<file path="src/rtl/mpt_pkg.sv">
// Shared constants and types for the MPT memory read path.
package mpt_pkg;

  localparam int unsigned MPT_MEM_ARB_NUM_REQ = 2;

  typedef logic [$clog2(MPT_MEM_ARB_NUM_REQ)-1:0] mpt_req_id_t;

endpackage

</file>
<file path="src/rtl/fifo_v3.sv">
// Small synchronous FIFO with occupancy output and a synchronous flush.
module fifo_v3 #(
  parameter bit          FALL_THROUGH = 1'b0,
  parameter int unsigned DEPTH        = 4,
  parameter type         dtype        = logic,
  localparam int unsigned ADDR_W      = (DEPTH > 1) ? $clog2(DEPTH) : 1
) (
  input  logic            clk_i,
  input  logic            rst_ni,
  input  logic            flush_i,
  output logic            full_o,
  output logic            empty_o,
  output logic [ADDR_W:0] usage_o,
  input  dtype            data_i,
  input  logic            push_i,
  output dtype            data_o,
  input  logic            pop_i
);

  dtype              mem_q [DEPTH];
  logic [ADDR_W-1:0] rd_ptr_q, wr_ptr_q;
  logic [ADDR_W:0]   cnt_q;
  logic              is_empty, bypass, do_push, do_pop;

  assign is_empty = (cnt_q == '0);
  assign full_o   = (cnt_q == (ADDR_W+1)'(DEPTH));
  assign empty_o  = is_empty && !(FALL_THROUGH && push_i);
  assign usage_o  = cnt_q;

  // In fall-through mode an empty FIFO can hand the input straight to the reader.
  assign bypass  = FALL_THROUGH && is_empty && push_i && pop_i;
  assign do_push = push_i && !full_o && !bypass;
  assign do_pop  = pop_i && !empty_o && !bypass;
  assign data_o  = (FALL_THROUGH && is_empty) ? data_i : mem_q[rd_ptr_q];

  // NOTE: clocked state uses non-blocking assignments so every register samples pre-edge values.
  always_ff @(posedge clk_i or negedge rst_ni) begin
    if (!rst_ni) begin
      rd_ptr_q <= '0;
      wr_ptr_q <= '0;
      cnt_q    <= '0;
    end else if (flush_i) begin
      rd_ptr_q <= '0;
      wr_ptr_q <= '0;
      cnt_q    <= '0;
    end else begin
      if (do_push) wr_ptr_q <= (wr_ptr_q == ADDR_W'(DEPTH-1)) ? '0 : wr_ptr_q + 1'b1;
      if (do_pop)  rd_ptr_q <= (rd_ptr_q == ADDR_W'(DEPTH-1)) ? '0 : rd_ptr_q + 1'b1;
      case ({do_push, do_pop})
        2'b10:   cnt_q <= cnt_q + 1'b1;
        2'b01:   cnt_q <= cnt_q - 1'b1;
        default: cnt_q <= cnt_q;
      endcase
    end
  end

  // NOTE: the storage array is not reset; pointers guarantee no entry is read before it is written.
  always_ff @(posedge clk_i) begin
    if (do_push) mem_q[wr_ptr_q] <= data_i;
  end

endmodule

</file>
<file path="src/rtl/mpt_mem_read_arbiter.sv">
// Round-robin arbiter sharing one read-only memory port between MPT walker read stages;
// responses are routed back in order using a FIFO of granted requester IDs.
module mpt_mem_read_arbiter
  import mpt_pkg::*;
#(
  parameter int unsigned NUM_REQ           = MPT_MEM_ARB_NUM_REQ,
  parameter int unsigned MAX_OUTSTANDING   = 4,
  parameter int unsigned MEMORY_DATA_WIDTH = 32,
  parameter int unsigned MEMORY_ADDR_WIDTH = 32,
  localparam int unsigned ID_W             = $clog2(NUM_REQ),
  localparam int unsigned CNT_W            = $clog2(MAX_OUTSTANDING) + 1
) (
  input  logic                                       clk_i,
  input  logic                                       rst_ni,
  input  logic [NUM_REQ-1:0]                         req_mem_req_i,
  input  logic [NUM_REQ-1:0][MEMORY_ADDR_WIDTH-1:0]  req_mem_addr_i,
  output logic [NUM_REQ-1:0]                         req_mem_gnt_o,
  output logic [NUM_REQ-1:0]                         req_mem_valid_o,
  output logic [MEMORY_DATA_WIDTH-1:0]               req_mem_rdata_o,
  output logic                                       memory_master_mem_req,
  input  logic                                       memory_master_mem_gnt,
  output logic [MEMORY_ADDR_WIDTH-1:0]               memory_master_mem_addr,
  output logic                                       memory_master_mem_we,
  output logic [MEMORY_DATA_WIDTH/8-1:0]             memory_master_mem_be,
  output logic [MEMORY_DATA_WIDTH-1:0]               memory_master_mem_wdata,
  input  logic                                       memory_master_mem_valid,
  input  logic [MEMORY_DATA_WIDTH-1:0]               memory_master_mem_rdata,
  output logic [CNT_W-1:0]                           outstanding_o,
  output logic                                       err_unexpected_o
);

  // Package ID type covers the default configuration; this one follows NUM_REQ.
  typedef logic [ID_W-1:0] req_id_t;

  req_id_t     rr_ptr_q, sel, rr_next, head_id;
  int unsigned idx;
  logic        any_req, id_full, id_empty, handshake, pop, err_q;

  // NOTE: every always_comb output gets a default first so no path leaves a latch behind.
  always_comb begin
    sel = rr_ptr_q;
    idx = 0;
    // Scan from farthest to nearest so the closest requester after rr_ptr wins.
    for (int k = NUM_REQ - 1; k >= 0; k--) begin
      idx = (32'(rr_ptr_q) + 32'(k)) % NUM_REQ;
      if (req_mem_req_i[idx[ID_W-1:0]]) sel = idx[ID_W-1:0];
    end
  end

  assign rr_next   = (sel == req_id_t'(NUM_REQ - 1)) ? '0 : sel + 1'b1;
  assign any_req   = |req_mem_req_i;

  assign memory_master_mem_req  = rst_ni && any_req && !id_full;
  assign memory_master_mem_addr = any_req ? req_mem_addr_i[sel] : '0;
  assign handshake              = memory_master_mem_req && memory_master_mem_gnt;
  assign pop                    = rst_ni && memory_master_mem_valid && !id_empty;

  always_comb begin
    req_mem_gnt_o   = '0;
    req_mem_valid_o = '0;
    if (handshake) req_mem_gnt_o[sel]       = 1'b1;
    if (pop)       req_mem_valid_o[head_id] = 1'b1;
  end

  assign req_mem_rdata_o         = memory_master_mem_rdata;
  assign memory_master_mem_we    = 1'b0;
  assign memory_master_mem_be    = '0;
  assign memory_master_mem_wdata = '0;
  assign err_unexpected_o        = err_q;

  always_ff @(posedge clk_i) begin
    if (!rst_ni) begin
      rr_ptr_q <= '0;
      err_q    <= 1'b0;
    end else begin
      if (handshake) rr_ptr_q <= rr_next;
      if (memory_master_mem_valid && id_empty) err_q <= 1'b1;
    end
  end

  // Reset reaches the ID FIFO as a synchronous flush so it clears at the same edge as rr_ptr.
  fifo_v3 #(
    .FALL_THROUGH (1'b0),
    .DEPTH        (MAX_OUTSTANDING),
    .dtype        (req_id_t)
  ) i_id_fifo (
    .clk_i   (clk_i),
    .rst_ni  (1'b1),
    .flush_i (!rst_ni),
    .full_o  (id_full),
    .empty_o (id_empty),
    .usage_o (outstanding_o),
    .data_i  (sel),
    .push_i  (handshake),
    .data_o  (head_id),
    .pop_i   (pop)
  );

endmodule

</file>
<file path="config.mk">
export PLATFORM = sky130hd
export DESIGN_NAME = mpt_mem_read_arbiter
export DESIGN_NICKNAME = d
export VERILOG_FILES = /design/src/rtl/mpt_pkg.sv /design/src/rtl/fifo_v3.sv /design/src/rtl/mpt_mem_read_arbiter.sv
export SDC_FILE = /design/constraint.sdc
export NUM_CORES = 1
export LEC_CHECK = 0
export BUFFER_PORTS_ARGS = -buffer_cell sky130_fd_sc_hd__buf_2
export CAP_MARGIN = 5
export CORE_AREA = 4 4 81 83
export DETAILED_ROUTE_END_ITERATION = 10
export DIE_AREA = 0 0 85 87
export GPL_TIMING_DRIVEN = 0
export PLACE_DENSITY = 0.82
export RECOVER_POWER = 50
export SLEW_MARGIN = 5
export SYNTH_ARGS = -nofsm -noshare
export SYNTH_HDL_FRONTEND = slang
export SYNTH_SLANG_ARGS = --single-unit
</file>
<file path="constraint.sdc">
create_clock -name clk_i -period 4 [get_ports clk_i]
set_input_delay 0.2 -clock clk_i [delete_from_list [all_inputs] [get_ports clk_i]]
set_output_delay 0.2 -clock clk_i [all_outputs]
set_load 0.05 [all_outputs]
</file>
# Word level (Yosys, flattened, before mapping)

Memories as Yosys holds them, arrays and structs flattened. A register that Yosys moved wholly into a read port is not among the register bits.
Cells that the tools add are included.

Flip-flop bits (word level): 9
Memory bits (writable): 4
Input port bits: 102
Output and inout port bits: 110
Logic and storage cells: 61
Memories kept: 1

Add/subtract/negate cells: 6
Magnitude comparators: 6
Eq/ne operators: 5
Mux-type cells: 23
Reductions and logical operators: 15

Memories:

| memory          | words | width | rd ports | clocked after memory_dff | wr ports | RTL line      | source |
|---|---|---|---|---|---|---|---|
| i_id_fifo.mem_q | 4     | 1     | 1        | 1                        | 1        | fifo_v3.sv:20 | `dtype mem_q [DEPTH];` |

Operator list:

| operator            | number |
|---|---|
| $mux 32             | 3 |
| $mux 2              | 6 |
| $mux 1              | 11 |
| $logic_and 1x1->1   | 10 |
| $lt 1x2->1 const B  | 4 |
| $eq 2x2->1 const B  | 3 |
| $pmux 3 s2          | 1 |
| $add 2x1->2 const B | 2 |
| $add 3x1->3 const B | 1 |
| $eq 3x3->1 const B  | 1 |
| $logic_not 3->1     | 1 |
| $sub 3x1->3 const B | 1 |
| $add 1x1->1 const B | 2 |
| $demux 1 s1         | 2 |
| $eq 2x1->1 const B  | 1 |
| $ge 1x1->1 const B  | 2 |
| $logic_not 1->1     | 2 |
| $reduce_bool 2->1   | 1 |
| $reduce_or 2->1     | 1 |

# Logic depth before layout (Yosys ltp)

Word-level depth: 10
Mapped depth: 11
Mapped depth without buffers: 9

# By module

Synthesis repeated with hierarchy kept, for this count alone.

Cells, all modules: 209
Area total of the unflattened synthesis: 1840.5 um^2

Modules (own cells, without submodules):

| module               | instances | cells each | area each (um^2) |
|---|---|---|---|
| mpt_mem_read_arbiter | 1         | 136        | 1091.0 |
| fifo_v3              | 1         | 73         | 749.5 |

# Worst setup path after synthesis

OpenSTA, ideal clock, no wires.

Path kind: register to register
From: register i_id_fifo.cnt_q[2] (netlist: i_id_fifo.usage_o[2])
To: register i_id_fifo.cnt_q[2] (netlist: i_id_fifo.usage_o[2])
Library setup time: 0.076 ns
Arrival time: 2.521 ns
Data required time: 3.924 ns
Path slack: 1.404 ns
Stages on the path, launching flop included: 10
Path buffers: 0
Period minus slack after synthesis: 2.596 ns
Cells stage by stage: dfxtp_1 or3b_1 and4_4 inv_4 ha_1 inv_1 fa_1 xor2_1 or3_1 a21boi_0

Word-level cells in the longest chain between the ends: 7
Elaborated cells on any way between the ends: 15

RTL lines:

| what                                                   | RTL line                                  | source |
|---|---|---|
| start: declaration                                     | fifo_v3.sv:22                             | `logic [ADDR_W:0] cnt_q;` |
| start signal: assignment                               | fifo_v3.sv:50                             | `2'b10: cnt_q <= cnt_q + 1'b1;` |
| start signal: assignment                               | fifo_v3.sv:51                             | `2'b01: cnt_q <= cnt_q - 1'b1;` |
| start signal: assignment                               | fifo_v3.sv:52                             | `default: cnt_q <= cnt_q;` |
| $eq 3x3->1                                             | fifo_v3.sv:26                             | `assign full_o = (cnt_q == (ADDR_W+1)'(DEPTH));` |
| $logic_not 1->1                                        | fifo_v3.sv:32, mpt_mem_read_arbiter.sv:53 |  |
| $logic_and 1x1->1                                      | mpt_mem_read_arbiter.sv:53                | `assign memory_master_mem_req = rst_ni && any_req && !id_full;` |
| $logic_and 1x1->1                                      | mpt_mem_read_arbiter.sv:55                | `assign handshake = memory_master_mem_req && memory_master_mem_gnt;` |
| $logic_and 1x1->1                                      | fifo_v3.sv:32                             | `assign do_push = push_i && !full_o && !bypass;` |
| $eq 2x1->1 / $eq 2x2->1 (equally long branches)        | fifo_v3.sv:49                             | `case ({do_push, do_pop})` |
| $pmux 3 s2 / $reduce_bool 2->1 (equally long branches) | --                                        |  |

Parallel ways exist; a longest one is shown, timed or not.
A chain may end at the register's enable or synchronous reset.

# Worst setup path in the final report

Same ends and word-level chain as after synthesis.

==> results.md <==
- The flow ran to the end, and the final reports show no timing, DRC or antenna violations.
- After synthesis, flip-flops and latches occupy between 10% and 20% of the total area.
- The highest cell delay on the worst timing path is around 0.4 ns.
- The final estimated routing congestion in global placement is 0.7719.
- The average wire per cell in the routed design is 12.61 um.
- The completed layout was analyzed and its total power is ~0.84 mW.
- The core footprint is around 5900 um^2.
- The share of the clock period used by the worst path is 65.64%.
- The post-layout utilization of the core is 47.75%.
- The remaining design rule violation count is 0.
- The instance count of the mapped netlist is ~260.
- The HPWL after detailed placement is 5.597 mm.
- Yosys mapped a number of flops with a built-in enable equal to 4.
- Dividing the detail-routed via count by the number of cells gives 4.297.
- The number of levels the H-tree was split into is 1.
- The mean area per synthesized cell is 7.287 um^2.
- Summed over its instances, the top area cell type makes up 28.17% of the synthesized netlist area.
- The placed instances occupy a cell area of roughly 2800 um^2.
- After synthesis, the share of flip-flops with an asynchronous set or reset is 0%.
- The met3 layer usage reported by global route is 2.554%.
- For this run, the detailed router's first-pass iteration total came to 4.
- Entering global routing, the biggest net connects 14 pins.
- Setup repair after global routing left no endpoint under its margin.
- Along the worst hold path, the cell count comes to 3.
- In this run the tool buffered the top-level ports with around 140 buffer cells.
- The endpoint required time on the critical path is 4.18 ns.
- The worst slew slack as a fraction of its limit is 45.14%.
- The area of the die is 7395 um^2.
- The detailed router finished its first iteration with 45 violations.
- Across the VDD grid, the largest voltage drop is 0.2039 mV.
- For this run, the total global-route usage over all layers was measured as 15.60%.
- After clock tree synthesis, the flow added hold-fix buffers numbering 0.
- The later pin in the worst-skew pair is clocked with a latency of between 0.2 and 0.3 ns.
- The post-synthesis cell area is 1866 um^2.
- Post-CTS repair changed the size of 0 cells.
- The number of slew-limit violations in the final report came to 0.
- In this run the static leakage power is between 1 and 1.5 nW.
- For this run, the leading register cell type out of synthesis is sky130_fd_sc_hd__dfxtp_1.
- Walking the worst path, the cells encountered are or3b_1 > and4_1 > clkinvlp_2 > ha_1 > inv_1 > fa_1 > xor2_1 > or3_1 > a21boi_0.
- Counting flops and latches in the post-synthesis netlist gives 15.
- The number of antenna violations at the first check in global routing was 0.
- The root buffer cell is sky130_fd_sc_hd__clkbuf_8.
- The kind of cell adding the most delay to the critical path is simple AND/OR/NAND/NOR gates.
- The most common cell in the synthesized netlist is sky130_fd_sc_hd__buf_4.
- The areal power density over the cells is about 300 nW/um^2.
- The layout has 620 filler cells.
- The die height is 87 um.
- The maximum frequency from static timing analysis is between 300 and 400 MHz.
- The highest-delay cell along the critical path is sky130_fd_sc_hd__or3b_1.
- The kind of end point of the critical path is a flip-flop.
- The final number of hold-violating endpoints came to 0.
- The category of the most critical setup path is reg -> reg.
- The sequential cell area is between 300 and 400 um^2.
- Global routing used between 30% and 40% of the available met2 tracks.
- The worst path needs about 2.6 ns of the cycle, external delays included.
- The worst path buffer plus inverter count is 2.
- The worst clock skew is 0.001782 ns.
- The clock sink total is 15.
- Detailed routing inserted a total of 2200 vias.
- The first global-routing pass estimated 9.653 mm of wire.
- The buffer levels on the longest clock path is 2.
- In this run the post-CTS setup repair buffer count came out at 0.
- about 210 I/O pins were placed.
- Data on the critical path arrives at its endpoint at 2.81 ns.
- The routing layer with the top usage in global route is met2.
- After clock tree synthesis, the clock-pin slew on the worst setup and hold paths is 0.06 ns.
- The number of synthesis warnings is 0.
- Ranked by instance count, the synthesized netlist is headed by sky130_fd_sc_hd__buf_4 (70), sky130_fd_sc_hd__nand2_1 (37), sky130_fd_sc_hd__o21ai_0 (33), sky130_fd_sc_hd__o211ai_1 (32), sky130_fd_sc_hd__dfxtp_1 (11).
- For this configuration, the core starts out at a cell density of 31.89%.
- The class of the most critical hold timing path is in -> reg.
- The sum of overflow across all layers after global routing is 0.
- The total inserted antenna cells is 0.
- The number of cells on the worst reg-to-reg path is 9.
- Hold is met by roughly 0.23 ns.
- The total routed wirelength is roughly 6.5 mm.
- In the post-synthesis netlist, the biggest area contributors are sky130_fd_sc_hd__buf_4 (28%), sky130_fd_sc_hd__o211ai_1 (13%), sky130_fd_sc_hd__dfxtp_1 (12%), sky130_fd_sc_hd__o21ai_0 (8.9%), sky130_fd_sc_hd__nand2_1 (7.4%).
- The highest fanout seen on the critical path is 6.
- STA classifies the critical path startpoint as a flip-flop.
- The number of global-route vias before repair is ~2000.
- TritonCTS built the clock tree.
- The number of clock buffers inserted by TritonCTS is 3.
- The horizontal die dimension is ~85 um.
- The total of endpoints with negative setup slack in the final report is 0.
- Summing all multi-input logic gate instances after layout gives 1010 um^2.
- The transition time at the pin with the least slew margin is 0.8101 ns.
- The number of different library cells used by synthesis comes to 34.
- Once layout is done, the placed cells without fillers occupy about 2800 um^2.
- The post-route netlist has between 40 and 50% of its cells at a drive strength greater than 1.
- The remaining number of nets flagged by the antenna check after routing is 0.
- Global routing consumed, on the met1 layer, between 10% and 20% of the routing resources.
- The area added between synthesis and finish is 49.77%.
- After floorplanning, the core was divided into 28 placement rows.
- The biggest area contributor in the post-synthesis netlist is sky130_fd_sc_hd__buf_4.
- The final-layout setup total negative slack is 0 ns.
- In the final design database the tool counted 547 nets.
- The total number of cells along the worst setup path is 9.
- The number of maximum-capacitance constraint violations is 0.
-- cells in the final DEF, fill, tap and decap left out, types with 2 or more instances in the layout --
master / count
sky130_fd_sc_hd__o21ai_1: 2
sky130_fd_sc_hd__o21ai_0: 33
sky130_fd_sc_hd__nor2b_1: 2
sky130_fd_sc_hd__dfxtp_1: 11
sky130_fd_sc_hd__and2_1: 4
sky130_fd_sc_hd__edfxtp_1: 4
sky130_fd_sc_hd__buf_2: 109
sky130_fd_sc_hd__inv_1: 10
sky130_fd_sc_hd__and2_0: 2
sky130_fd_sc_hd__nor2_1: 3
sky130_fd_sc_hd__o211ai_1: 32
sky130_fd_sc_hd__clkbuf_1: 48
sky130_fd_sc_hd__conb_1: 37
sky130_fd_sc_hd__buf_4: 70
sky130_fd_sc_hd__clkbuf_2: 2
sky130_fd_sc_hd__ha_1: 6
sky130_fd_sc_hd__clkbuf_8: 3
sky130_fd_sc_hd__mux2i_1: 3
sky130_fd_sc_hd__nand3_1: 2
sky130_fd_sc_hd__nand2_1: 37
-- worst reg2reg max path, stage by stage, from the launching register on --
cell and delay [ns]:
sky130_fd_sc_hd__dfxtp_1 0.39, sky130_fd_sc_hd__or3b_1 0.40, sky130_fd_sc_hd__and4_1 0.27, sky130_fd_sc_hd__clkinvlp_2 0.23, sky130_fd_sc_hd__ha_1 0.22, sky130_fd_sc_hd__inv_1 0.06
sky130_fd_sc_hd__fa_1 0.37, sky130_fd_sc_hd__xor2_1 0.16, sky130_fd_sc_hd__or3_1 0.30, sky130_fd_sc_hd__a21boi_0 0.15
-- report_power, final --
| part | switching (mW) | internal, mW |
|---|---|---|
| clock | 0.0529 | 0.0690 |
| sequential | 0.00926 | 0.168 |
| combinational | 0.400 | 0.144 |
-- path summary, 6_finish.rpt --
| path | slack, ns | startpoint | endpoint |
|---|---|---|---|
| worst max-delay path | 1.37 | i_id_fifo.usage_o[2]$_SDFFE_PN0P_ | i_id_fifo.usage_o[2]$_SDFFE_PN0P_ |
| worst min-delay path | 0.23 | memory_master_mem_valid | err_unexpected_o$_SDFFE_PN0P_ |
| worst max register to register | 1.37 | i_id_fifo.usage_o[2]$_SDFFE_PN0P_ | i_id_fifo.usage_o[2]$_SDFFE_PN0P_ |
| worst min register to register | 0.49 | err_unexpected_o$_SDFFE_PN0P_ | err_unexpected_o$_SDFFE_PN0P_ |
-- area by class of cell --
cell class | instances | area share, %
Buffer | 88 | 21.50
Clock buffer | 3 | 1.478
Clock inverter | 1 | 0.1791
Inverter | 11 | 1.523
Multi-Input combinational cell | 178 | 36.14
Sequential cell | 15 | 12.18
Tap cell | 75 | 3.359
Timing Repair Buffer | 141 | 23.65
-- per-stage QoR --
step,setup slack (ns),instances
after floorplan,1.404,292
after global placement,1.614,508
after detailed placement,1.571,508
after CTS,1.558,512
after global routing,1.161,512
final,1.374,512
-- cells by family (layout without fill, tap and decap cells) --
kind of cell / after synthesis / count (layout) / share of synthesized area [%]
other: 1 / 37 / 0.2010
XOR/XNOR: 2 / 2 / 0.9391
buffers and inverters: 99 / 244 / 34.68
AND/OR/NAND/NOR: 56 / 56 / 13.62
AO/OA/AOI/OAI: 71 / 71 / 23.81
adder cells (fa/ha/maj): 8 / 8 / 5.701
multiplexers: 4 / 4 / 2.817
flip-flops: 15 / 15 / 18.24
-- layer usage --
| layer | wire (um) | up-vias |
|---|---|---|
| met5 | 0 | - |
| met4 | 70 | 0 |
| met3 | 532 | 7 |
| met2 | 3566 | 97 |
| met1 | 2285 | 971 |
| li1 | - | 1125 |
(Power assumes the default switching activity.)
